<file path="src/rtl/macguffin_key_ctrl_if.sv">
// Stream bundle between the key controller, its key source, the upstream
// plaintext source, the MacGuffin core input and the core output monitor.
interface macguffin_key_ctrl_if #(
  parameter int KEY_W  = 48,
  parameter int DATA_W = 64
);
  // round-key stream
  logic [KEY_W-1:0]  k_axis_tdata;
  logic              k_axis_tvalid;
  logic              k_axis_tlast;
  logic              k_axis_tready;
  // upstream plaintext
  logic [DATA_W-1:0] s_axis_tdata;
  logic              s_axis_tvalid;
  logic              s_axis_tready;
  // toward the core input
  logic [DATA_W-1:0] c_axis_tdata;
  logic              c_axis_tvalid;
  logic              c_axis_tready;
  // core output handshake, observed only
  logic              mon_tvalid;
  logic              mon_tready;

  modport slave (
    input  k_axis_tdata, k_axis_tvalid, k_axis_tlast,
    output k_axis_tready,
    input  s_axis_tdata, s_axis_tvalid,
    output s_axis_tready,
    output c_axis_tdata, c_axis_tvalid,
    input  c_axis_tready,
    input  mon_tvalid, mon_tready
  );

  modport master (
    output k_axis_tdata, k_axis_tvalid, k_axis_tlast,
    input  k_axis_tready,
    output s_axis_tdata, s_axis_tvalid,
    input  s_axis_tready,
    input  c_axis_tdata, c_axis_tvalid,
    output c_axis_tready,
    output mon_tvalid, mon_tready
  );
endinterface

</file>
<file path="src/rtl/macguffin_key_ctrl.sv">
// Key-schedule controller for the MacGuffin encryption pipeline.
// Round keys are collected into a shadow bank; a complete packet moves the
// controller to DRAIN, where the plaintext gate stays closed until every
// block in flight has left the core, and only then is the shadow bank
// copied into the active bank driving the core. This keeps each block
// encrypted under one consistent key set.
module macguffin_key_ctrl #(
  parameter int NUM_ROUNDS   = 32,
  parameter int KEY_W        = 48,
  parameter int DATA_W       = 64,
  parameter int MAX_INFLIGHT = 63
) (
  input  logic                        clk,
  input  logic                        rst,
  macguffin_key_ctrl_if.slave         bus,
  output logic [NUM_ROUNDS*KEY_W-1:0] round_keys,
  output logic                        keys_valid,
  output logic                        key_err,
  output logic                        draining
);

  localparam int CNT_W = $clog2(MAX_INFLIGHT + 1);
  localparam int IDX_W = (NUM_ROUNDS > 1) ? $clog2(NUM_ROUNDS) : 1;
  localparam logic [CNT_W-1:0] MAX_C    = CNT_W'(MAX_INFLIGHT);
  localparam logic [IDX_W-1:0] LAST_IDX = IDX_W'(NUM_ROUNDS - 1);

  typedef enum logic [1:0] {
    NOKEY = 2'd0,
    RUN   = 2'd1,
    DRAIN = 2'd2
  } state_t;

  state_t                        state_r;
  logic [IDX_W-1:0]              idx_r;
  logic [CNT_W-1:0]              inflight_r;
  logic [KEY_W-1:0]              shadow_r [NUM_ROUNDS];
  logic [NUM_ROUNDS*KEY_W-1:0]   round_keys_r;
  logic                          keys_valid_r;
  logic                          key_err_r;

  logic                          open_s;
  logic                          k_ready_s;
  logic                          k_fire_s;
  logic                          in_fire_s;
  logic                          out_fire_s;
  logic                          pkt_done_s;
  logic                          pkt_err_s;
  logic [NUM_ROUNDS*KEY_W-1:0]   bank_s;
  logic [DATA_W-1:0]             pass_data_s;

  // Gate and key-ready decode from the current state and in-flight count.
  always_comb begin
    open_s    = 1'b0;
    k_ready_s = 1'b0;
    case (state_r)
      NOKEY: k_ready_s = 1'b1;
      RUN: begin
        k_ready_s = 1'b1;
        open_s    = (inflight_r < MAX_C);
      end
      DRAIN: begin
        k_ready_s = 1'b0;
        open_s    = 1'b0;
      end
      default: begin
        k_ready_s = 1'b0;
        open_s    = 1'b0;
      end
    endcase
  end

  // Classify an accepted key beat as packet completion or framing error.
  always_comb begin
    pkt_done_s = 1'b0;
    pkt_err_s  = 1'b0;
    if (k_fire_s) begin
      if (idx_r == LAST_IDX) begin
        pkt_done_s = bus.k_axis_tlast;
        pkt_err_s  = ~bus.k_axis_tlast;
      end else begin
        pkt_done_s = 1'b0;
        pkt_err_s  = bus.k_axis_tlast;
      end
    end else begin
      pkt_done_s = 1'b0;
      pkt_err_s  = 1'b0;
    end
  end

  // Flatten the shadow bank with key 0 in the most significant slot.
  always_comb begin
    bank_s = '0;
    for (int i = 0; i < NUM_ROUNDS; i++) begin
      bank_s[(NUM_ROUNDS-1-i)*KEY_W +: KEY_W] = shadow_r[i];
    end
  end

  assign k_fire_s   = bus.k_axis_tvalid & k_ready_s;
  assign in_fire_s  = bus.s_axis_tvalid & open_s & bus.c_axis_tready;
  assign out_fire_s = bus.mon_tvalid & bus.mon_tready;

  assign pass_data_s       = bus.s_axis_tdata;
  assign bus.c_axis_tdata  = pass_data_s;
  assign bus.c_axis_tvalid = bus.s_axis_tvalid & open_s;
  assign bus.s_axis_tready = bus.c_axis_tready & open_s;
  assign bus.k_axis_tready = k_ready_s;

  assign round_keys = round_keys_r;
  assign keys_valid = keys_valid_r;
  assign key_err    = key_err_r;
  assign draining   = (state_r == DRAIN);

  // Controller FSM: key loading, in-flight tracking and drain-then-swap.
  always_ff @(posedge clk or negedge rst) begin
    if (!rst) begin
      state_r      <= NOKEY;
      idx_r        <= '0;
      inflight_r   <= '0;
      round_keys_r <= '0;
      keys_valid_r <= 1'b0;
      key_err_r    <= 1'b0;
      for (int i = 0; i < NUM_ROUNDS; i++) begin
        shadow_r[i] <= '0;
      end
    end else begin
      key_err_r <= pkt_err_s;

      // A bad packet only rewinds the write index; stale shadow words are
      // overwritten by the next packet before they can ever be swapped in.
      if (k_fire_s) begin
        shadow_r[idx_r] <= bus.k_axis_tdata;
        if (pkt_done_s || pkt_err_s) begin
          idx_r <= '0;
        end else begin
          idx_r <= idx_r + IDX_W'(1);
        end
      end

      // Guards keep the counter from wrapping even on a stray output fire.
      case ({in_fire_s, out_fire_s})
        2'b10: begin
          if (inflight_r != MAX_C) begin
            inflight_r <= inflight_r + CNT_W'(1);
          end
        end
        2'b01: begin
          if (inflight_r != '0) begin
            inflight_r <= inflight_r - CNT_W'(1);
          end
        end
        default: inflight_r <= inflight_r;
      endcase

      case (state_r)
        NOKEY, RUN: begin
          if (pkt_done_s) begin
            state_r <= DRAIN;
          end
        end
        DRAIN: begin
          if (inflight_r == '0) begin
            round_keys_r <= bank_s;
            keys_valid_r <= 1'b1;
            state_r      <= RUN;
          end
        end
        default: state_r <= NOKEY;
      endcase
    end
  end

endmodule
</file>
<file path="src/flat_wrapper.sv">
// flat-port wrapper written by rule: the top's interface ports become plain ports
module macguffin_key_ctrl_flat 
#(
  parameter int NUM_ROUNDS   = 32,
  parameter int KEY_W        = 48,
  parameter int DATA_W       = 64,
  parameter int MAX_INFLIGHT = 63
)
  (clk, rst, round_keys, keys_valid, key_err, draining, bus_k_axis_tdata, bus_k_axis_tvalid, bus_k_axis_tlast, bus_k_axis_tready, bus_s_axis_tdata, bus_s_axis_tvalid, bus_s_axis_tready, bus_c_axis_tdata, bus_c_axis_tvalid, bus_c_axis_tready, bus_mon_tvalid, bus_mon_tready);
  macguffin_key_ctrl_if #(.KEY_W(KEY_W), .DATA_W(DATA_W)) bus_i ();
  input  logic clk;
  input  logic rst;
  output logic [NUM_ROUNDS*KEY_W-1:0] round_keys;
  output logic keys_valid;
  output logic key_err;
  output logic draining;
  input wire logic [$bits(bus_i.k_axis_tdata)-1:0] bus_k_axis_tdata;
  input wire logic [$bits(bus_i.k_axis_tvalid)-1:0] bus_k_axis_tvalid;
  input wire logic [$bits(bus_i.k_axis_tlast)-1:0] bus_k_axis_tlast;
  output wire logic [$bits(bus_i.k_axis_tready)-1:0] bus_k_axis_tready;
  input wire logic [$bits(bus_i.s_axis_tdata)-1:0] bus_s_axis_tdata;
  input wire logic [$bits(bus_i.s_axis_tvalid)-1:0] bus_s_axis_tvalid;
  output wire logic [$bits(bus_i.s_axis_tready)-1:0] bus_s_axis_tready;
  output wire logic [$bits(bus_i.c_axis_tdata)-1:0] bus_c_axis_tdata;
  output wire logic [$bits(bus_i.c_axis_tvalid)-1:0] bus_c_axis_tvalid;
  input wire logic [$bits(bus_i.c_axis_tready)-1:0] bus_c_axis_tready;
  input wire logic [$bits(bus_i.mon_tvalid)-1:0] bus_mon_tvalid;
  input wire logic [$bits(bus_i.mon_tready)-1:0] bus_mon_tready;
  assign bus_i.k_axis_tdata = bus_k_axis_tdata;
  assign bus_i.k_axis_tvalid = bus_k_axis_tvalid;
  assign bus_i.k_axis_tlast = bus_k_axis_tlast;
  assign bus_k_axis_tready = bus_i.k_axis_tready;
  assign bus_i.s_axis_tdata = bus_s_axis_tdata;
  assign bus_i.s_axis_tvalid = bus_s_axis_tvalid;
  assign bus_s_axis_tready = bus_i.s_axis_tready;
  assign bus_c_axis_tdata = bus_i.c_axis_tdata;
  assign bus_c_axis_tvalid = bus_i.c_axis_tvalid;
  assign bus_i.c_axis_tready = bus_c_axis_tready;
  assign bus_i.mon_tvalid = bus_mon_tvalid;
  assign bus_i.mon_tready = bus_mon_tready;
  macguffin_key_ctrl #(.NUM_ROUNDS(NUM_ROUNDS), .KEY_W(KEY_W), .DATA_W(DATA_W), .MAX_INFLIGHT(MAX_INFLIGHT)) u_core (.clk(clk), .rst(rst), .bus(bus_i), .round_keys(round_keys), .keys_valid(keys_valid), .key_err(key_err), .draining(draining));
endmodule
</file>
<file path="config.mk">
export PLATFORM = sky130hd
export DESIGN_NAME = macguffin_key_ctrl_flat
export DESIGN_NICKNAME = d
export VERILOG_FILES = /design/src/rtl/macguffin_key_ctrl_if.sv /design/src/rtl/macguffin_key_ctrl.sv /design/src/flat_wrapper.sv
export SDC_FILE = /design/constraint.sdc
export NUM_CORES = 2
export LEC_CHECK = 0
export CORE_MARGIN = 1.5
export CORE_UTILIZATION = 25
export CTS_BUF_LIST = sky130_fd_sc_hd__clkbuf_2 sky130_fd_sc_hd__clkbuf_4 sky130_fd_sc_hd__clkbuf_8
export CTS_CLUSTER_DIAMETER = 60
export DETAILED_ROUTE_END_ITERATION = 8
export PLACE_DENSITY_LB_ADDON = 0.3
export SETUP_SLACK_MARGIN = 0.4
export SYNTH_ARGS = -nofsm -noshare
export SYNTH_HDL_FRONTEND = slang
export SYNTH_SLANG_ARGS = --single-unit
</file>
<file path="constraint.sdc">
create_clock -name clk -period 5.72 [get_ports clk]
set_clock_uncertainty 0.05 [all_clocks]
set_input_delay 1.716 -clock clk [delete_from_list [all_inputs] [get_ports clk]]
set_output_delay 1.716 -clock clk [all_outputs]
set_load 0.005 [all_outputs]
</file>
==> flow_summary.ini <==
[hold_path]
holdPathStages = 1
min_path_type = reg -> reg

[grt]
grtUsageMet1 = 0.211
grt_overflow = 0
grt_pass1_vias = 70900
grtUsageMet2 = 0.292
top_usage_layer = met2
use_met3 = 0.0480
grt_max_degree = 165
grt_pass1_wl_um = 591000
grtUsageTotal = 0.174
antenna_found_initial = 76

[timing]
period_share = 0.877
tns_ns = 0
tightest_slew_ns = 1.17
timing.fmax_mhz = 199
finalMaxSlewViolations = 0
slew_headroom = 0.217
rsz0062_at_grt = no
setup_viol = 0
final_hold_viol_count = 0
layout_min_cycle_time_ns = 5.02

[floorplan]
start_util = 0.251
pin_count = 1726
rows = 253
coreArea_um2 = 474000
dieHeight_um = 692
die_area_um2 = 480000
die_x_um = 692

[cells_and_area]
multiInputGateArea_um2 = 38700
seq_area_um2 = 77200
nets = 8761
drive_gt1_frac = 0.467
final_util = 0.324
fillCellCount = 46200
areaGrowthSynthToFinish_pct = 29.4
fin_area_um2 = 154000

[cts]
clockBufferDepth = 4
clock-sinks = 3087
clk_pin_slew_ns = 0.06
cts_hold_buf = 0
clock_latency_ns = 1.20
cts.htree.levels = 6
post-cts-setup-buffers = 0
cts_tree = done
cts_root_buf = clkbuf_8
ctsResizeCount = 0
cts_made_buffers = 558

[detailed_routing]
wirelength_um = 431000
vias_per_cell = 4.32
wl_per_cell_um = 28.1
drtIter0Drc = 3668
drcViolationCount = 0
ant_nets = 0
drt-pass1-iter-count = 6
vias = 66200

[place]
place_area_um2 = 142000
hpwlAfterDp_um = 284000
place_congestion = 0.789
io_buffers = 1597

[logic_synthesis]
yosysUniqueCellTypes = 40
synth_top_area_share = 0.650
netlist_area_um2 = 119000
synth_fp_nets = 6965
synth_commonest_cells = 3087 x dfrtp_1, 2173 x mux2_2, 810 x mux2_4
postSynthAreaPerCell_um2 = 17.4
synth.most_common_cell = dfrtp_1
yosysTopAreaCell = dfrtp_1
synth_edf_count = 0
synth_seq_area_share = 0.650
synth_area_leaders = dfrtp_1 65%, mux2_2 21%, mux2_4 10%
async_flop_share = 1.00
yosysWarnings = 0
synth-main-ff-cell = dfrtp_1
syn_inst = 6832
synth_seq_cells = 3087

[job]
drv_cap = 0

[worst_setup_path]
crit_path_end_kind = output port
cp_max_fo = 5
cp-start-kind = register
regToRegSetupSlack_ns = 2.02
rr_worst_depth = 12
critPathKind = reg -> out
critPathArrivalTime_ns = 3.25
cp.required_ns = 3.95

[power_and_ir_drop]
power.internal_mw = 36.4
ir_drop_v = 0.000211
seqPwrFrac = 0.486
p_switching_mw = 11.8
pwr_density_cell_nw_per_um2 = 313
p_sw_frac = 0.244
leakage_nw = 76.5
p_clk_frac = 0.464
p_comb_frac = 0.049

[status]
status = completed
==> metal layers <==
layer	vias to the layer above	wire length (um)
met2	2154	209000
met4	8	19800
met1	35800	170000
met5	-	48
met3	695	31700
li1	27600	-
==> power by group through the flow <==
stage                     clock network [mW]  logic (mW)  registers (mW)
after CTS                               23.1        2.48            23.4
after detailed placement                   0        2.47            23.8
after global routing                    24.1        2.61            23.5
after floorplan                            0        1.23            23.6
after global placement                     0        2.37            23.7
final                                   22.4        2.38            23.4
==> per-stage QoR <==
stage | power [mW] | cells | worst slack [ns] | hold WS, ns
floorplan | 24.8 | 6832 | 2.11 | 0.402
global placement | 26.1 | 14300 | 0.745 | 0.401
detailed placement | 26.3 | 14300 | 0.691 | 0.404
CTS | 49.0 | 15300 | 0.518 | 0.402
global route | 50.3 | 15300 | 0.427 | 0.434
finish | 48.2 | 15300 | 0.701 | 0.408
==> layout make-up <==
type                            instances  area share
Sequential cell                      3087       0.502
Antenna cell                           28    0.000456
Clock buffer                          880      0.0707
Inverter                                9    0.000220
Multi-Input combinational cell       3193       0.251
Tap cell                             6247      0.0508
Timing Repair Buffer                 1779       0.116
Clock inverter                         98     0.00767
==> state kept, by name, indices dropped and copies added (netlist names) <==
name,cells
u_core.round_keys,1536
u_core.idx_r,5
u_core.state_r,2
u_core.key_err,1
u_core.inflight_r,6
u_core.keys_valid,1
u_core.bank_s,1536
==> worst max-delay path, cell delays in order (launching register included) <==
cell and delay [ns]:
dfrtp_1 0.45, inv_1 0.13, nor3_1 0.08, nor3b_1 0.69, and2_1 0.25, clkdlybuf4s50_1 0.52
==> cell families after synthesis <==
family | count (synthesis) | synth area share
compound gates | 23 | 0.00127
xor+xnor | 5 | 0.000368
fa+ha+maj | 13 | 0.00143
buf+inv | 552 | 0.0270
flops | 3087 | 0.650
mux | 3073 | 0.317
simple gates | 79 | 0.00319
==> final timing paths <==
| kind | from | endpoint |
|---|---|---|
| setup / recovery | u_core.inflight_r[0]$_DFFE_PN0P_ | bus_s_axis_tready |
| hold / removal | u_core.bank_s[60]$_DFFE_PN0P_ | u_core.round_keys[60]$_DFFE_PN0P_ |
| setup reg to reg | u_core.inflight_r[0]$_DFFE_PN0P_ | u_core.inflight_r[5]$_DFFE_PN0P_ |
| hold reg to reg | u_core.bank_s[60]$_DFFE_PN0P_ | u_core.round_keys[60]$_DFFE_PN0P_ |
| max in group asynchronous | rst | u_core.bank_s[252]$_DFFE_PN0P_ |
| min in group asynchronous | rst | u_core.round_keys[1431]$_DFFE_PN0P_ |
==> layout by cell type (no fill, tap or decap), types with 16 or more instances in the layout <==
cell type,count
buf_12,54
clkbuf_4,199
mux2_4,810
buf_4,165
mux2_1,90
dfrtp_1,3087
clkbuf_8,681
nand2_4,16
diode_2,28
nor2_4,16
clkdlybuf4s50_1,1548
clkinv_2,24
mux2_2,2173
clkinvlp_4,17
Note: power is estimated with default switching activity, not from simulation.
